$ cat src/rtl/dmem_arb_pkg.sv
// dmem_arb_pkg: shared state and read-tag encodings for the data-RAM arbiter
package dmem_arb_pkg;
    localparam logic [1:0] ST_IDLE  = 2'd0;
    localparam logic [1:0] ST_OWN_P = 2'd1;
    localparam logic [1:0] ST_OWN_D = 2'd2;
    localparam logic TAG_P = 1'b0;
    localparam logic TAG_D = 1'b1;
endpackage

$ cat src/rtl/starve_counter.sv
// starve_counter: saturating 4-bit count of consecutive refused requests
module starve_counter #(
    parameter int MAX = 4
) (
    input  logic g_clk,
    input  logic g_clr,
    input  logic inc,
    input  logic clr,
    output logic at_max
);
    localparam logic [3:0] MAX_C = 4'(MAX);
    logic [3:0] cnt;
    always_ff @(posedge g_clk)
        if (!g_clr || clr) cnt <= '0;
        else if (inc && cnt != MAX_C) cnt <= cnt + 4'd1;
    assign at_max = cnt == MAX_C;
endmodule

$ cat src/rtl/dmem_arbiter.sv
// dmem_arbiter: fixed-priority pipeline/DMA arbiter for the single-ported data RAM
module dmem_arbiter
    import dmem_arb_pkg::*;
#(
    parameter int A_WIDTH    = 8,
    parameter int D_WIDTH    = 8,
    parameter int STARVE_MAX = 4
) (
    input  logic               g_clk,
    input  logic               g_clr,
    input  logic               p_req,
    input  logic               p_we,
    input  logic [A_WIDTH-1:0] p_addr,
    input  logic [D_WIDTH-1:0] p_wdata,
    output logic               p_gnt,
    output logic               p_stall,
    input  logic               d_req,
    input  logic               d_we,
    input  logic               d_lock,
    input  logic [A_WIDTH-1:0] d_addr,
    input  logic [D_WIDTH-1:0] d_wdata,
    output logic               d_gnt,
    output logic               rvalid,
    output logic               rtag,
    output logic [D_WIDTH-1:0] rdata,
    output logic [A_WIDTH-1:0] mem_addr,
    output logic               mem_we,
    output logic               mem_re,
    output logic [D_WIDTH-1:0] mem_wdata,
    input  logic [D_WIDTH-1:0] mem_rdata
);
    logic [1:0] state;
    logic       at_max;

    starve_counter #(.MAX(STARVE_MAX)) u_starve (
        .g_clk (g_clk),
        .g_clr (g_clr),
        .inc   (d_req && !d_gnt),
        .clr   (d_gnt || !d_req),
        .at_max(at_max)
    );

    // A held lock, a saturated starve count, or an idle pipeline all hand the RAM to D
    assign d_gnt   = d_req && ((state == ST_OWN_D && d_lock) || at_max || !p_req);
    assign p_gnt   = p_req && !d_gnt;
    assign p_stall = p_req && !p_gnt;

    assign mem_addr  = d_gnt ? d_addr : p_gnt ? p_addr : '0;
    assign mem_wdata = d_gnt ? d_wdata : p_gnt ? p_wdata : '0;
    assign mem_we    = (d_gnt && d_we) || (p_gnt && p_we);
    assign mem_re    = (d_gnt && !d_we) || (p_gnt && !p_we);
    assign rdata     = mem_rdata;

    always_ff @(posedge g_clk)
        if (!g_clr) begin
            state  <= ST_IDLE;
            rvalid <= 1'b0;
            rtag   <= TAG_P;
        end else begin
            state  <= d_gnt ? ST_OWN_D : p_gnt ? ST_OWN_P : ST_IDLE;
            rvalid <= mem_re;
            rtag   <= d_gnt ? TAG_D : TAG_P;
        end
endmodule

$ cat config.mk
export PLATFORM = sky130hd
export DESIGN_NAME = dmem_arbiter
export DESIGN_NICKNAME = d
export VERILOG_FILES = /design/src/rtl/dmem_arb_pkg.sv /design/src/rtl/starve_counter.sv /design/src/rtl/dmem_arbiter.sv
export SDC_FILE = /design/constraint.sdc
export NUM_CORES = 1
export LEC_CHECK = 0
export BUFFER_PORTS_ARGS = -buffer_cell sky130_fd_sc_hd__buf_4
export CELL_PAD_IN_SITES_DETAIL_PLACEMENT = 1
export CELL_PAD_IN_SITES_GLOBAL_PLACEMENT = 1
export CORE_ASPECT_RATIO = 2
export CORE_UTILIZATION = 18
export DETAILED_ROUTE_END_ITERATION = 10
export PLACE_DENSITY_LB_ADDON = 0.1
export REMOVE_ABC_BUFFERS = 1
export SLEW_MARGIN = 15
export SYNTH_ARGS = -nofsm -noshare
export SYNTH_HDL_FRONTEND = slang
export SYNTH_SLANG_ARGS = --single-unit
$ cat constraint.sdc
create_clock -name g_clk -period 1.2 [get_ports g_clk]
set_input_delay 0.12 -clock g_clk [delete_from_list [all_inputs] [get_ports g_clk]]
set_output_delay 0.12 -clock g_clk [all_outputs]
set_load 0.02 [all_outputs]
# After elaboration in Yosys (flattened, before gate mapping)
# Cells that the tools add are included.
# Widths: inputs -> output; s select.
# op_classes
eq_ne	3
n_reduce_logical	24
mux	7
n_bitwise	1
add_sub_neg	1
# op_table
op	count
$mux 8	4
$logic_and 1x1->1	10
$logic_not 1->1	7
$logic_or 1x1->1	6
$add 4x1->4 const B	1
$eq 4x3->1 const B	1
$ne 4x3->1 const B	1
$eq 2x2->1 const B	1
$mux 1	2
$mux 2	1
$reduce_or 2->1	1
$not 1->1	1
# word_totals
inputBits	47
ff_bits	8
word_cells	41

# Depth between registers and ports, before layout
# depth
depth_word	9
mapped_depth	6
ltp_nobuf	5

# Hierarchy
# A second synthesis with hierarchy kept.
# unflattened
cells_unflattened	109
hier_area_um2	774.5
# by_module_without_submodules
module	area_each_um2	cells_each	n_inst
dmem_arbiter	563.0	84	1
starve_counter	211.5	25	1

# Worst setup path before layout
# Ideal clock, no wire load.
# synth_timing
kind	register to output
startpoint	register u_starve.cnt[0]
endpoint	output mem_addr[5]
stages_incl_launch_ff	7
required_ns	1.080
path_slack_ns	-0.207
arrival_time_ns	1.287
path_buffers	1
path_cell_list	dfxtp_1 -> inv_1 -> ha_1 -> nand4b_1 -> and3_4 -> buf_6 -> a22o_1
# synth_between
elab_chain_cells	8
# synth_lines
element	line_no	rtl
start, declared	starve_counter.sv:12	logic [3:0] cnt;
start signal, assigned	starve_counter.sv:15	else if (inc && cnt != MAX_C) cnt <= cnt + 4'd1;
$eq 4x3->1	starve_counter.sv:16	assign at_max = cnt == MAX_C;
$logic_or 1x1->1 (2 in a row)	dmem_arbiter.sv:44	assign d_gnt = d_req && ((state == ST_OWN_D && d_lock) || at_max || !p_req);
$logic_and 1x1->1	dmem_arbiter.sv:44	
$logic_not 1->1	dmem_arbiter.sv:45	assign p_gnt = p_req && !d_gnt;
$logic_and 1x1->1	dmem_arbiter.sv:45	
via p_gnt	dmem_arbiter.sv:15	output logic p_gnt,
$mux 8 (2 in a row)	dmem_arbiter.sv:48	assign mem_addr = d_gnt ? d_addr : p_gnt ? p_addr : '0;
end, declared	dmem_arbiter.sv:26	output logic [A_WIDTH-1:0] mem_addr,
# The timed path passes the listed nets, and every way through them passes these cells.

# Final worst setup path
# layout_timing
startpoint	register u_starve.cnt[0]
endpoint	output mem_addr[1]
# layout_between
elab_chain_cells	8
# layout_lines
element	line_no
$eq 4x3->1 (*)	starve_counter.sv:16
$logic_or 1x1->1 (*) (2 in a row)	dmem_arbiter.sv:44
$logic_and 1x1->1 (*)	dmem_arbiter.sv:44
$logic_not 1->1	dmem_arbiter.sv:45
$logic_and 1x1->1	dmem_arbiter.sv:45
$mux 8	dmem_arbiter.sv:48
$mux 8 (*)	dmem_arbiter.sv:48
# Every way passes the cells marked *; elsewhere a longest branch is shown, timed or not.

==> results.json <==
{
  "run_status": "finished with violations",
  "violations": "design-rule violations, negative setup slack",
  "slowest_delay_ps": 320,
  "synth_area_leaders": "a22o_1, dfxtp_1, buf_4",
  "routed_wl_um": 2560,
  "antenna_found_initial": 0,
  "nets": 180,
  "synth_cell_types": 22,
  "synth_edf_count": 0,
  "slew_viol_final": 0,
  "cts.sinks": 7,
  "die-area_um2": 3720,
  "synth.most_common_cell": "a22o_1",
  "cts_root_buffer": "clkbuf_8",
  "postSynthAreaPerCell_um2": 9.44,
  "hold_ws_ps": 152,
  "cts_hold_buf": 0,
  "n_antenna_cell": 0,
  "whs_path_depth": 2,
  "grtUsageTotal": 0.150,
  "dp_slack_ps": -300,
  "tightest_slew_ps": 246,
  "synth_area_leader_cell": "a22o_1",
  "vdd_drop_max_uv": 698,
  "cp_cell_sequence": "inv_2 > ha_4 > nand4b_1 > and3_4 > a22o_1 > buf_6",
  "rows": 29,
  "first_iter_violations": 14,
  "rsz0062_at_grt": "true",
  "fin_ws_ps": -455,
  "fp.coreArea_um2": 3230,
  "setup.worst_path.class": "reg2out",
  "cp.buffers_inverters": 2,
  "initial_core_util": 0.193,
  "p_leak_nw": 0.641,
  "viasPerCell": 4.95,
  "die_y_um": 85.2,
  "crit_required_ps": 1080,
  "period_needed_ps": 1650,
  "syn_inst": 66,
  "clk_path_buf_depth": 2,
  "cts_tree": "built",
  "place_congestion": 0.656,
  "syn_area_um2": 623,
  "cts_max_level": 1,
  "hold_viol_final": 0,
  "crit_slowest_cell": "dfxtp_2",
  "synth-async-reset-ratio": 0,
  "die_w_um": 43.6,
  "fin_worst_skew_ps": 0.824,
  "crit_family": "simple AND/OR/NAND/NOR gates",
  "dp_hpwl_um": 1870,
  "ys_ff_latch": 7,
  "grt_pass1_vias": 894,
  "cp_data_arrival_time_ps": 1530,
  "start_kind": "flop",
  "drive_gt1_frac": 0.654,
  "worst_skew_pair.late_latency_ps": 230,
  "portBuffers": 61,
  "synth_top_area_share": 0.253,
  "synth_common_cells": "a22o_1, buf_4, dfxtp_1",
  "crit_cells": 6,
  "setup_viol": 23,
  "final.period_utilization": 1.38,
  "ys.flop_type": "dfxtp_1",
  "grt_pass1_wl_um": 4270,
  "p_total_mw": 1.03,
  "ys_seq_area_frac": 0.225,
  "reg2reg_depth": 6,
  "grt_max_degree": 21,
  "vias": 797,
  "grt-ovfl-total": 0,
  "drt-pass1-iter-count": 7,
  "endpoint_kind": "output pin",
  "clk_pin_slew_ps": 40,
  "crit_fanout": 6,
  "drc": 10,
  "yosysWarnings": 0,
  "drv_cap": 0,
  "io_pins": 78,
  "final_antenna_net_count": 0,
  "wl_per_cell_um": 15.9,
  "maxSlewHeadroom": 0.835,
  "hold_path_class": "in2reg",
  "maxClockFrequency_mhz": 604,
  "power_density_nw_per_um2": 813,
  "cts-buffers-inserted": 3,
  "area_growth_pct": 103
}
-- report_power, final --
part | switching, mW | internal, mW | total, mW
Sequential | 0.00414 | 0.241 | 0.245
Combinational | 0.190 | 0.254 | 0.444
Clock | 0.109 | 0.230 | 0.339
Total | 0.303 | 0.726 | 1.03
-- cells in the final DEF, fill, tap and decap left out --
| cell type | n |
|---|---|
| xor2_1 | 1 |
| a31oi_1 | 1 |
| ha_4 | 1 |
| clkbuf_1 | 1 |
| a22o_1 | 18 |
| buf_8 | 1 |
| nand4b_1 | 2 |
| nand4_1 | 1 |
| clkbuf_8 | 3 |
| a21boi_0 | 1 |
| nand3_1 | 1 |
| dfxtp_2 | 2 |
| nor2b_1 | 1 |
| nor2_1 | 4 |
| a32o_2 | 1 |
| and2_1 | 2 |
| buf_6 | 19 |
| nand2_1 | 1 |
| inv_2 | 2 |
| a31oi_4 | 1 |
| and3_4 | 3 |
| inv_1 | 4 |
| nand3b_4 | 2 |
| dfxtp_1 | 5 |
| buf_4 | 49 |
| ha_1 | 1 |
| xnor2_1 | 1 |
| buf_12 | 1 |
-- per-stage QoR --
step | cell area, um^2 | TNS (ps) | utilization | std cells
floorplan | 518 | -7360 | - | 54
global placement | 1080 | -4670 | 0.334 | 153
detailed placement | 1080 | -5860 | 0.334 | 153
CTS | 1260 | -9270 | 0.390 | 161
global route | 1260 | -11480 | 0.392 | 161
finish | 1260 | -9330 | 0.392 | 161
-- registers in the layout, indices dropped and copies added, names as in the netlist --
register	cells
rvalid	1
u_starve.cnt	4
state	1
rtag	1
-- worst reg2reg max path, cell delays in order (launching register included) --
cell,delay (ps)
dfxtp_2,320
inv_2,60
ha_4,150
nand4b_1,190
and3_4,260
buf_4,140
a32o_2,200
-- cell type report --
| type | instances | area, um^2 |
|---|---|---|
| fillers | 366 | 1960 |
| repair buffers | 70 | 617 |
| multi-input cells | 43 | 399 |
| flip-flops and latches | 7 | 143 |
| clock buffers | 4 | 45.0 |
| well taps | 31 | 38.8 |
| inverters | 6 | 22.5 |
-- cell families after synthesis --
family / count (synthesis) / synth area share
adders and majority gates: 2 / 0.0402
DFF: 7 / 0.225
and+or+nand+nor: 15 / 0.175
AOI/OAI and AO/OA: 22 / 0.327
buffers and inverters: 18 / 0.205
xor gates and xnor gates: 2 / 0.0281
-- routing by layer --
layer	global-route usage	share of wire	wire length (um)	vias up
met2	0.274	0.53	1360	60
met3	0.0468	0.12	303	7
met5	0	0	0	-
met4	0.0597	0.019	48	0
met1	0.147	0.33	847	364
li1	-	-	-	366
-- worst paths after layout --
check | start | to | slack [ps]
min reg2reg | u_starve.cnt[0] | u_starve.cnt[0] | 520
max reg2reg | u_starve.cnt[0] | rvalid | -220
max | u_starve.cnt[0] | mem_addr[1] | -450
min | g_clr | state[0] | 150
-- what timing repair did --
item | in CTS | in global routing
endpoints found under the setup margin | 27 | 27
gates cloned | 2 | 0
resized for setup | 28 | 2
setup buffers | 2 | 0
pin swaps | 2 | 6
No activity file was read; power rests on OpenSTA's default activity.
